==> src/rtl/axis_frame_tx.sv <==
// Descriptor-driven AXI-Stream frame generator: emits cmd_len incrementing words from cmd_start.
// Define AXIS_TX_SUM_EN to append a checksum beat (sum of payload words) carrying m_last.
module axis_frame_tx #(
    parameter int unsigned DATA_WIDTH = 32,
    parameter int unsigned LEN_WIDTH  = 16,
    parameter int unsigned CNT_WIDTH  = 16
) (
    input  logic                  aclk,
    input  logic                  aresetn,
    input  logic                  cmd_valid,
    output logic                  cmd_ready,
    input  logic [DATA_WIDTH-1:0] cmd_start,
    input  logic [LEN_WIDTH-1:0]  cmd_len,
    output logic [DATA_WIDTH-1:0] m_data,
    output logic                  m_valid,
    output logic                  m_last,
    input  logic                  m_ready,
    output logic                  busy,
    output logic                  done,
    output logic [CNT_WIDTH-1:0]  frame_cnt
);

`ifdef AXIS_TX_SUM_EN
    typedef enum logic [1:0] {StIdle, StSend, StSum} state_e;
`else
    typedef enum logic [0:0] {StIdle, StSend} state_e;
`endif

    state_e                state_q, state_d;
    logic [DATA_WIDTH-1:0] data_q, data_d;
    logic                  valid_q, valid_d;
    logic                  last_q, last_d;
    logic [LEN_WIDTH-1:0]  left_q, left_d;
    logic                  done_q, done_d;
    logic [CNT_WIDTH-1:0]  cnt_q, cnt_d;
`ifdef AXIS_TX_SUM_EN
    logic [DATA_WIDTH-1:0] sum_q, sum_d;
`endif
    logic                  xfer;

    assign xfer = valid_q && m_ready;

    always_comb begin
        state_d = state_q;
        data_d  = data_q;
        valid_d = valid_q;
        last_d  = last_q;
        left_d  = left_q;
        done_d  = 1'b0;
        cnt_d   = cnt_q;
`ifdef AXIS_TX_SUM_EN
        sum_d   = sum_q;
`endif
        case (state_q)
            StIdle: begin
                if (cmd_valid) begin
                    if (cmd_len != '0) begin
                        state_d = StSend;
                        valid_d = 1'b1;
                        data_d  = cmd_start;
                        left_d  = cmd_len;
`ifdef AXIS_TX_SUM_EN
                        last_d  = 1'b0;
                        sum_d   = '0;
`else
                        last_d  = (cmd_len == LEN_WIDTH'(1));
`endif
                    end else begin
`ifdef AXIS_TX_SUM_EN
                        // Empty frame still carries a zero checksum beat.
                        state_d = StSum;
                        valid_d = 1'b1;
                        data_d  = '0;
                        last_d  = 1'b1;
`else
                        done_d  = 1'b1;
                        cnt_d   = cnt_q + CNT_WIDTH'(1);
`endif
                    end
                end
            end
            StSend: begin
                if (xfer) begin
                    left_d = left_q - LEN_WIDTH'(1);
`ifdef AXIS_TX_SUM_EN
                    sum_d  = sum_q + data_q;
                    if (left_q == LEN_WIDTH'(1)) begin
                        state_d = StSum;
                        data_d  = sum_q + data_q;
                        last_d  = 1'b1;
                    end else begin
                        data_d  = data_q + DATA_WIDTH'(1);
                    end
`else
                    data_d = data_q + DATA_WIDTH'(1);
                    if (last_q) begin
                        state_d = StIdle;
                        valid_d = 1'b0;
                        last_d  = 1'b0;
                        done_d  = 1'b1;
                        cnt_d   = cnt_q + CNT_WIDTH'(1);
                    end else begin
                        last_d  = (left_q == LEN_WIDTH'(2));
                    end
`endif
                end
            end
`ifdef AXIS_TX_SUM_EN
            StSum: begin
                if (xfer) begin
                    state_d = StIdle;
                    valid_d = 1'b0;
                    last_d  = 1'b0;
                    done_d  = 1'b1;
                    cnt_d   = cnt_q + CNT_WIDTH'(1);
                end
            end
`endif
            default: state_d = StIdle;
        endcase
    end

    always_ff @(posedge aclk or negedge aresetn) begin
        if (!aresetn) begin
            state_q <= StIdle;
            data_q  <= '0;
            valid_q <= 1'b0;
            last_q  <= 1'b0;
            left_q  <= '0;
            done_q  <= 1'b0;
            cnt_q   <= '0;
`ifdef AXIS_TX_SUM_EN
            sum_q   <= '0;
`endif
        end else begin
            state_q <= state_d;
            data_q  <= data_d;
            valid_q <= valid_d;
            last_q  <= last_d;
            left_q  <= left_d;
            done_q  <= done_d;
            cnt_q   <= cnt_d;
`ifdef AXIS_TX_SUM_EN
            sum_q   <= sum_d;
`endif
        end
    end

    assign cmd_ready = (state_q == StIdle);
    assign busy      = (state_q != StIdle);
    assign m_data    = data_q;
    assign m_valid   = valid_q;
    assign m_last    = last_q;
    assign done      = done_q;
    assign frame_cnt = cnt_q;

endmodule
==> config.mk <==
export PLATFORM = sky130hd
export DESIGN_NAME = axis_frame_tx
export DESIGN_NICKNAME = d
export VERILOG_FILES = /design/src/rtl/axis_frame_tx.sv
export SDC_FILE = /design/constraint.sdc
export NUM_CORES = 1
export LEC_CHECK = 0
export CAP_MARGIN = 25
export CELL_PAD_IN_SITES_DETAIL_PLACEMENT = 2
export CELL_PAD_IN_SITES_GLOBAL_PLACEMENT = 2
export CORE_MARGIN = 8
export CORE_UTILIZATION = 29
export DETAILED_ROUTE_END_ITERATION = 10
export PLACE_DENSITY = 0.88
export SLEW_MARGIN = 40
export SYNTH_ARGS = -nofsm -noshare
export SYNTH_HDL_FRONTEND = slang
export SYNTH_SLANG_ARGS = --single-unit
export TNS_END_PERCENT = 20
==> constraint.sdc <==
create_clock -name aclk -period 2.5 [get_ports aclk]
set_input_delay 0.5 -clock aclk [delete_from_list [all_inputs] [get_ports aclk]]
set_output_delay 0.5 -clock aclk [all_outputs]
set_load 0.005 [all_outputs]
### After elaboration in Yosys (flattened, before gate mapping)

Cells that the tools add are included.

* eq/ne operators: 7
* reductions and logical operators: 5
* muxes and demuxes: 33
* bitwise gates (word level): 1
* add/sub/neg operators: 3

Operators by type and width (count)
* $mux 16: 7
* $mux 32: 3
* $pmux 16 s2: 2
* $pmux 32 s2: 1
* $add 32x1->32 const B: 1
* $add 16x1->16 const B: 1
* $eq 16x1->1 const B: 1
* $eq 16x2->1 const B: 1
* $mux 1: 16
* $reduce_bool 16->1: 1
* $sub 16x1->16 const B: 1
* $pmux 1 s2: 4
* $reduce_and 4->1: 2
* $ne 2x1->1 const B: 3
* $ne 2x2->1 const B: 2
* $reduce_and 3->1: 1
* $logic_and 1x1->1: 1
* $not 1->1: 1

* output and inout port bits: 53
* bits in registers: 68
* word-level logic and storage cells: 56
* input port bits: 52

### Longest topological paths before layout

* word-level depth: 4
* gate-level depth with buffers: 8
* depth with buffers taken out: 7

### Worst setup path before layout

OpenSTA, ideal clock, no wires.

* path kind: input -> register
* start point: in cmd_len[14]
* end point: reg left_q[8]
* stages: 8
* library setup time: 133 ps
* data required time: 2367 ps
* arrival: 2322 ps
* setup slack: 45 ps
* buffers on the path: 3
* path through: or4_1 -> or4_1 -> buf_6 -> a21o_1 -> buf_6 -> buf_6 -> o22ai_1 -> a21oi_2

* longest elaborated chain between the ends: 3

Ends and longest elaborated chain
* from (decl): RTL line 13 `input logic [LEN_WIDTH-1:0] cmd_len,`
* $reduce_bool 16->1: RTL line 57 `if (cmd_len != '0) begin`
* $ne 2x1->1 (no source line)
* $reduce_and 3->1 (no source line)
* to (signal assigned): RTL line 140 `left_q <= left_d;`
* to (decl): RTL line 33 `logic [LEN_WIDTH-1:0] left_q, left_d;`

No other way between the ends.
A chain may end at the register's enable or synchronous reset.

### Worst setup path after layout

* start point: in cmd_len[4]
* end point: reg cnt_q[1], in the netlist frame_cnt[1]

* longest elaborated chain between the ends: 3

Ends and longest elaborated chain
* $reduce_bool 16->1: RTL line 57
* $ne 2x2->1 (no source line)
* $reduce_and 4->1 (no source line)
* to (signal assigned): RTL line 142 `cnt_q <= cnt_d;`
* to (decl): RTL line 35 `logic [CNT_WIDTH-1:0] cnt_q, cnt_d;`

No other way between the ends.

==> metrics.md <==
| Metric | Value |
|---|---|
| Status | complete, no violations |
| Worst relative slew slack | 0.526 |
| Largest family of logic cells by synthesized area | simple AND/OR/NAND/NOR gates |
| Synth Register Bits | 68 |
| Clock buffer depth | 2 |
| CP Max Fanout | 5 |
| Max frequency | 416 MHz |
| Yosys warns | 0 |
| Synth Area in Compound Gates | 0.180 |
| Drt drc | 0 |
| Static Leak | 2.44 nW |
| Type of origin of the critical path | input pin |
| Worst R2R Start | left_q[0]$_DFFE_PN0P_ |
| Number of distinct library cells after synthesis | 60 |
| Post-route cell area | 5870 sq um |
| Cell Count, Final, Fillers Out | 762 |
| DRT Pass-1 Iters | 4 |
| Dpl hpwl | 12300 um |
| Skew-Pair Late Insertion Delay | 350 ps |
| Clk slew on worst S/H paths | 60 ps |
| RePlAce Congestion | 0.830 |
| Total track usage | 0.194 |
| Worst Tran Pin Value | 712 ps |
| Combinational share of power | 0.455 |
| Post-route setup TNS | 0 ps |
| Post-Route WL | 17000 um |
| Total Power | 6.53 mW |
| Initial antenna violation count | 0 |
| Reg2Reg Depth | 7 |
| Cell taking the most area after synthesis | dfrtp_1 |
| Mux cell area share after synthesis | 0.0545 |
| Maxcap violations | 0 |
| Pwr dens | 1110 nW/um^2 |
| Register area share after synthesis | 0.419 |
| CTS tree | done |
| DRT iter0 DRCs | 190 |
| WS Path Type | in2reg |
| Dpl cells | 744 |
| Synth Instances | 447 |
| Port Buffers | 104 |
| Ys flop type | dfrtp_1 |
| Max IR drop VDD | 0.000415 V |
| Reg power frac | 0.322 |
| Clock root cell | clkbuf_16 |
| Final Hold Fails | 0 |
| Final core occ | 0.426 |
| Num ports | 105 |
| Clk sinks | 68 |
| Antenna Cells | 0 |
| Vert. Die Dim | 134 um |
| Slew Viols, Final | 0 |
| Clock H-tree levels | 3 |
| Share of Yosys cell area claimed by the top area cell type | 0.419 |
| Async SR Flop Fraction | 1.00 |
| Clock group share of total power | 0.223 |
| RSZ-0062 raised after global routing | false |
| Cell-internal power | 3.87 mW |
| Synth Area in Simple Gates | 0.253 |
| Net Sw Frac | 0.408 |
| Tcrit/Tclk final | 0.961 |
| Antenna viol nets, final | 0 |
| Worst Path Arrival | 2640 ps |
| Final worst path period need | 2400 ps |
| Syn avg cell area | 9.09 sq um |
| Vias in the first global route | 4976 |
| Post-synth EDFFs | 0 |
| Clock Skew | 8.48 ps |
| Routed via count | 4267 |
| Synth top area cells | dfrtp_1 (42%), mux2i_1 (5.2%), nand2_1 (4.5%), a21oi_1 (3.2%), nand3_1 (3.1%) |
| Critical Path RT | 2740 ps |
| Worst R2R Setup Slack | 300 ps |
| Remaining global-route overflow | 0 |
| Synth top cells by count | dfrtp_1 (68), nand2_1 (49), nor2_1 (31) |
| RR Endpoint | left_q[14]$_DFFE_PN0P_ |
| Post-synthesis xor/xnor area fraction | 0.0323 |
| Die area | 18000 sq um |
| Synth Cell Area | 4060 sq um |
| Count leader, synth | dfrtp_1 |
| Post-DR vias/cell | 5.60 |
| Cell Area, Placed | 5500 sq um |
| NetSw | 2.66 mW |
| Share of cells above drive strength 1 | 0.139 |
| Core Footprint | 13800 sq um |
| WL/cell | 22.2 um |
| Adder-cell share of the synthesized area | 0.0123 |
| Number of CTS-inserted buffers | 9 |
| CP Capture Type | flop |
| Min-delay worst type | in2async |
| Nets | 633 |
| Mapped Nets | 503 |
| Starting Density | 0.295 |
| Die X | 134 um |
| Layout area overhead | 44.5% |
| Largest net degree at the start of global routing | 43 |
| Num rows | 43 |
| First-pass GRT wire length | 27400 um |
| Final setup fails | 0 |
critical path, cell delays in order:
cell,delay [ps]
dlygate4sd2_1,240
or4_4,560
or4_4,620
o21ai_4,240
buf_4,150
mux2_2,310
flip-flops by register name, indices dropped and copies added, names as in the netlist:
signal	flops
m_data	32
left_q	16
frame_cnt	16
busy	1
done	1
m_last	1
m_valid	1
layer usage:
metal  up-vias  GRT usage  part of all wire
li1       1942          -                 -
met1      2172      0.228              0.42
met2       125      0.325              0.50
met3        28     0.0460             0.055
met4         0     0.0948             0.030
met5         -          0                 0
what timing repair did:
action                                  CTS  global route
setup buffers                             2             1
gates resized for setup                  22             1
endpoints found under the setup margin   63             9
hold endpoints to repair                  0             0
hold buffers                              0             0
pin swaps                                 6             3
placed cells by master, fill, tap and decap left out, types with 3 or more instances in the layout:
cell             netlist  routed
o22ai_1               16      16
nand3_1               25      25
ha_1                   4       4
buf_4                  2      35
a21oi_1               26      26
or4_4                  0       5
o21ai_0               24      24
buf_6                  8       3
nor3b_1                3       3
or4_1                  9       4
nor3_1                13      13
nand2_1               49      49
inv_1                  7       7
clkbuf_16              0       9
dlygate4sd2_1          0      13
nand4_1               19      19
a221o_1                8       8
clkdlybuf4s50_1        0      89
nor2_1                31      31
a22oi_1                7       7
and4_1                 4       4
o221a_2                3       3
mux2i_1               21      21
dfrtp_1               68      68
and3_1                13      13
buf_12                 0       4
nor4_1                 8       8
xnor2_1               14      14
nand2b_1               4       4
power by group through the flow:
| stage | Sequential [mW] | Combinational, mW | Clock [mW] |
|---|---|---|---|
| after floorplan | 1.92 | 1.62 | 0 |
| after global placement | 2.05 | 2.77 | 0 |
| after detailed placement | 2.10 | 2.94 | 0 |
| after CTS | 2.09 | 3.01 | 1.48 |
| after global routing | 2.18 | 3.26 | 1.51 |
| final | 2.10 | 2.97 | 1.46 |
how the worst max path moves through the flow:
stage           startpoint                   endpoint  slack (ps)  cells past startpoint
5_1_grt         cmd_len[4]  frame_cnt[14]$_DFFE_PN0P_           8                      7
3_3_place_gp   cmd_len[14]      left_q[2]$_DFFE_PN0P_        -500                      7
2_1_floorplan  cmd_len[14]      left_q[8]$_DFFE_PN0P_          40                      8
4_1_cts         cmd_len[0]   frame_cnt[4]$_DFFE_PN0P_          10                      8
6_report        cmd_len[4]   frame_cnt[1]$_DFFE_PN0P_         100                      6
3_5_place_dp   cmd_len[14]   frame_cnt[7]$_DFFE_PN0P_        -560                      8
cell type report:
class | instances | area (sq um)
sequential | 68 | 1700
multi-input combinational | 345 | 2180
clock buffer | 11 | 253
clock inverter | 5 | 83.8
fill | 1553 | 7910
tap | 180 | 225
inverter | 7 | 26.3
timing repair buffer | 146 | 1400
stage by stage:
stage	worst slack, ps	hold WS [ps]
floorplan	44.5	204
global placement	-495	460
detailed placement	-557	486
CTS	14.2	219
global route	7.58	258
finish	98.3	205
kinds of logic (layout without fill, tap and decap cells):
group,Yosys count,count (layout)
xor+xnor,15,15
flops,68,68
mux,22,22
buf+inv,34,169
fa+ha+maj,4,4
compound gates,108,108
simple gates,196,196
No activity file was read; power rests on OpenSTA's default activity.
